$ cat config.mk
export PLATFORM = sky130hd
export DESIGN_NAME = demux_stream
export DESIGN_NICKNAME = d
export VERILOG_FILES = /design/src/rtl/demux_stream.sv
export SDC_FILE = /design/constraint.sdc
export NUM_CORES = 1
export LEC_CHECK = 0
export CORE_MARGIN = 2
export CORE_UTILIZATION = 50
export DETAILED_ROUTE_END_ITERATION = 12
export PLACE_DENSITY = 0.85
export SYNTH_ARGS = -nofsm -noshare
export SYNTH_HDL_FRONTEND = slang
export SYNTH_SLANG_ARGS = --single-unit
$ cat constraint.sdc
create_clock -name clk -period 4.55 [get_ports clk]
set_clock_uncertainty 0.2 [all_clocks]
set_input_delay 0.91 -clock clk [delete_from_list [all_inputs] [get_ports clk]]
set_output_delay 0.91 -clock clk [all_outputs]
set_load 0.02 [all_outputs]
$ cat src/rtl/demux_stream.sv
// demux_stream: steers an input stream to one of four single-register output channels,
// each with a wrapping count of words delivered downstream.
module demux_stream #(
  parameter int W  = 8,
  parameter int CW = 8
) (
  input  logic          clk,
  input  logic          rst_n,
  input  logic [W-1:0]  i,
  input  logic          i_valid,
  output logic          i_ready,
  input  logic [1:0]    s,
  output logic [W-1:0]  f0,
  output logic [W-1:0]  f1,
  output logic [W-1:0]  f2,
  output logic [W-1:0]  f3,
  output logic          f0_valid,
  output logic          f1_valid,
  output logic          f2_valid,
  output logic          f3_valid,
  input  logic          f0_ready,
  input  logic          f1_ready,
  input  logic          f2_ready,
  input  logic          f3_ready,
  output logic [CW-1:0] cnt0,
  output logic [CW-1:0] cnt1,
  output logic [CW-1:0] cnt2,
  output logic [CW-1:0] cnt3
);
  logic [W-1:0]  d [4];
  logic [CW-1:0] c [4];
  logic [3:0]    v, r, we, ot;
  assign r  = {f3_ready, f2_ready, f1_ready, f0_ready};
  assign ot = v & r;
  // a full register may still accept when it is draining in the same cycle
  assign i_ready = rst_n & (~v[s] | r[s]);
  assign we = (i_valid && i_ready) ? 4'b0001 << s : 4'b0000;
  always_ff @(posedge clk or negedge rst_n) begin
    if (!rst_n) begin
      v <= '0;
      for (int k = 0; k < 4; k++) begin
        d[k] <= '0;
        c[k] <= '0;
      end
    end else begin
      v <= we | (v & ~r);
      for (int k = 0; k < 4; k++) begin
        if (we[k]) d[k] <= i;
        if (ot[k]) c[k] <= c[k] + CW'(1);
      end
    end
  end
  assign f0 = d[0];
  assign f1 = d[1];
  assign f2 = d[2];
  assign f3 = d[3];
  assign {f3_valid, f2_valid, f1_valid, f0_valid} = v;
  assign cnt0 = c[0];
  assign cnt1 = c[1];
  assign cnt2 = c[2];
  assign cnt3 = c[3];
endmodule
# Yosys cells after proc, flatten, opt, wreduce, memory -nomap -nowiden
# Index checks and enable logic that the tools add are counted.
[totals]
latchBits = 0
mem_bits_rw = 0
reg_bits = 68
output_inout_bits = 69
in_bits = 17
memories = 0
mem_bits_ro = 0
[classes]
n_lt_le_gt_ge = 1
n_bitwise = 7
div_mod_pow = 0
eq_ne = 0
n_mul = 0
shifts = 1
reduce_logical = 1
mux = 5
add_sub_neg = 4
[ops]
columns = ["op", "count"]
rows = [
  ["$add A8 B1 Y8 const B", 4],
  ["$and A4 B4 Y4", 2],
  ["$bmux W1 S2", 2],
  ["$mux W4", 1],
  ["$not A4 Y4", 1],
  ["$or A4 B4 Y4", 1],
  ["$shl A1 B2 Y4 const A", 1],
  ["$lt A2 B3 Y1 const B", 1],
  ["$mux W1", 2],
  ["$and A1 B1 Y1", 1],
  ["$logic_and A1 B1 Y1", 1],
  ["$not A1 Y1", 1],
  ["$or A1 B1 Y1", 1],
]

# Longest topological paths before layout
[depth]
word_depth = 8
ltp_mapped = 4
depth_no_buf = 4

# Worst setup path after synthesis
# Ideal clock, no wire load.
[synth_timing]
path_type = "input -> output"
from = "input port s[0]"
to = "output port i_ready"
t_arrival_ns = 1.590
n_path_buf = 1
path_slack_ns = 1.850
path_stages = 4
cell_sequence = "buf_6 > nand4bb_1 > o311ai_0 > a21oi_1"
[synth_via]
elab_chain_cells = 5
elab_cells_between_ends = 7
classes_between = "4 x mux; 3 x bitwise"
[synth_lines]
columns = ["item", "line_no", "text"]
rows = [
  ["from (decl)", "12", "input logic [1:0] s,"],
  ["$bmux W1 S2", "36", "assign i_ready = rst_n & (~v[s] | r[s]);"],
  ["$mux W1 (not written as such)", "36", ""],
  ["$not A1 Y1", "36", ""],
  ["$or A1 B1 Y1 *", "36", ""],
  ["$and A1 B1 Y1 *", "36", ""],
  ["to (decl)", "11", "output logic i_ready,"],
]
# Every way passes the cells marked *; elsewhere a longest branch is shown, timed or not. The select of a mux whose other input is x is not followed.

# Final worst setup path
[layout_timing]
from = "input port s[1]"
to = "output port i_ready"
# Same word-level chain as after synthesis.

==> results.md <==
- WL per Instance: 16.1 um
- DRT iter0 DRCs: 55
- Number of enable flip-flop cells after synthesis: 0
- CP max FO: 7
- Max-slew violations: 0
- Final Setup Violations: 0
- Post-synth cell types: 28
- Actual slew at the worst max-slew pin: 0.696 ns
- Die width: 79.3 um
- Synth-to-Final Area Change: 39.9%
- Deepest clock path buffer count: 2
- CORE AREA: 5470 um^2
- Post-Route WL: 6.07 mm
- Pwr Density: 496 nW/um^2
- CTS resizes: 0
- Die H: 79.3 um
- Max-cap check violation count: 0
- Row count: 27
- Reg area: 1700 um^2
- Yosys warnings: 0
- Type of the worst setup path: input pin to output pin
- Clock period minus worst slack: 3.68 ns
- Post-route ant nets: 0
- Final Hold Fails: 0
- Drt drc: 0
- Dpl hpwl: 4.26 mm
- Synth cell count leaders: dfrtp_1 (68), mux2_2 (28), nand2_1 (19)
- Async SR Flop Fraction: 100%
- Share of the synthesized area in the top cell type: 60.1%
- Fmax: 272 MHz
- Post-synth top flop: dfrtp_1
- First-pass GRT wire length: 10.2 mm
- Sw power: 0.635 mW
- Initial Util: 51.7%
- Switch share: 32.3%
- Count leader, synth: dfrtp_1
- Remaining Overflow, GRT: 0
- Slew headroom: 53.4%
- Multi-input gate area: 1100 um^2
- Drt first pass iters: 4
- Worst Hold Class: flop to flop
- Final period util: 80.9%
- Mapped Area: 2830 um^2
- CP Data Arrival Time: 2.57 ns
- Clock share of power: 25.1%
- Post-synth top area cell: dfrtp_1
- Die area: 6280 um^2
- Fin nets: 321
- Vias in the first global route: 2068
- Family with the most delay on the worst path: buffers and inverters
- Post-synthesis sequential area ratio: 60.1%
- Syn_area_per_cell: 13.9 um^2
- Via count: 1942
- Crit path required time: 3.44 ns
- CP max stage delay: 0.62 ns
- Largest net degree at the start of global routing: 44
- Setup crit end kind: output pin
- Layout fillers: 414
- Adder-cell area share of the yosys netlist: 1.77%
- Post-synthesis mux area share: 15.7%
- RSZ-0062 raised after global routing: false
- CP max-delay cell: clkdlybuf4s50_1
- WP buf/inv: 2
- Clk_lat worst skew: 0.34 ns
- Antenna diodes: 0
- Synth Area in Simple Gates: 12.0%
- H-tree depth: 3
- Buffers on Ports: 85
- Gate power share: 31.7%
- Top cells by area, synth: dfrtp_1 (60%), mux2_2 (11%), xnor2_1 (4.9%)
- VDD IR max: 0.341 mV
- Synthesized net count: 225
- GRT Util Overall: 21.8%
- DP Area: 3760 um^2
- CTS sink count: 68
- Share of cells above drive strength 1: 19.7%
- Setup TNS: 0 ns
- CTS tree: done
- Top cell by count, worst path: clkdlybuf4s50_1
- Leak Pwr: 1.76 nW
- CTS Buf Count: 9
- Hold bufs inserted after CTS: 0
- Mapped Cells: 204
- Setup bufs post-CTS: 0
- Status: finished clean
- Gp weighted congestion: 0.751
- Synth Register Bits: 68
- Largest family of logic cells by synthesized area: multiplexers
- Root buffer cell: clkbuf_8
- Crit-path cells: clkdlybuf4s50_1 -> nand4bb_1 -> o311ai_0 -> a21oi_1 -> clkdlybuf4s50_1
- Final Cell Area: 3960 um^2
- Clock-pin slew on the worst setup and hold paths: 0.07 ns
- Post-Synth XOR/XNOR Area: 8.66%
- Worst setup SP type: input pin
- Number of top-level pins: 86
- Post-synthesis compound-gate area fraction: 0.663%
- Via-to-Cell Ratio: 5.15
- Reg power frac: 43.1%
- Int Power: 1.33 mW
- Antenna violations before repair: 0
==> final cells by class <==
| type | count | share of cell area [%] |
|---|---|---|
| Clock buffer | 10 | 3.47 |
| Clock inverter | 6 | 1.61 |
| Inverter | 2 | 0.190 |
| Multi-Input combinational cell | 132 | 27.8 |
| Sequential cell | 68 | 43.0 |
| Tap cell | 72 | 2.27 |
| Timing Repair Buffer | 87 | 21.7 |
==> worst register-to-register path, cell delays in order, from the launching register on <==
cell and delay, ns:
dfrtp_1 0.42, nand2b_1 0.13, or4b_1 0.78, mux2_4 0.41
==> registers in the layout (all words and copies together), names as in the netlist <==
register  cells
cnt0          8
v             4
cnt3          8
f2            8
cnt1          8
f3            8
f1            8
f0            8
cnt2          8
==> worst paths after layout <==
| kind | startpoint | endpoint | slack [ns] | cells after the start |
|---|---|---|---|---|
| setup / recovery | s[1] | i_ready | 0.87 | 5 |
| hold / removal | cnt3[7] | cnt3[7] | 0.28 | 1 |
| setup reg to reg | v[0] | f0[7] | 2.51 | 3 |
| hold reg to reg | cnt3[7] | cnt3[7] | 0.28 | 1 |
| max in group asynchronous | rst_n | cnt0[7] | 2.91 | 3 |
| min in group asynchronous | rst_n | v[1] | 0.37 | 2 |
==> metrics by stage <==
stage	power [mW]	hold WS [ns]	worst slack, ns	utilization, %	std cells
floorplan	1.15	0.378	1.85	-	204
global placement	1.46	0.257	0.878	68.7	361
global route	2.07	0.296	0.702	72.4	377
finish	1.97	0.280	0.869	72.4	377
detailed placement	1.48	0.270	0.866	68.7	361
CTS	1.99	0.283	0.861	72.4	377
==> layer usage <==
layer  vias up  wire length [um]  global-route usage (%)
met5         -                 0                       0
met4         0               190                    11.9
met3        17               324                    6.59
met2        63              3100                    34.7
met1       961              2460                    26.6
li1        901                 -                       -
==> power groups by stage <==
stage               sequential [mW]  clock, mW  combinational [mW]
finish                        0.848      0.494               0.624
global route                  0.868      0.534               0.667
CTS                           0.850      0.509               0.634
detailed placement            0.856          0               0.629
global placement              0.849          0               0.614
floorplan                     0.992          0               0.154
==> cells in the final DEF (no fill, tap or decap), types with 4 or more instances in the layout <==
cell type / count
clkdlybuf4s50_1: 84
dfrtp_1: 68
mux2_2: 28
nand2_1: 19
xnor2_1: 16
xor2_1: 12
clkbuf_8: 10
nand3_1: 9
nor2_1: 8
mux2_4: 8
nor3_1: 4
nand4_1: 4
ha_1: 4
==> kinds of logic after synthesis <==
logic type / count (synthesis)
adder cells (fa/ha/maj): 4
flip-flops: 68
XOR/XNOR: 28
buffers and inverters: 4
AND/OR/NAND/NOR: 60
AO/OA/AOI/OAI: 3
multiplexers: 37
(Power assumes the default switching activity.)
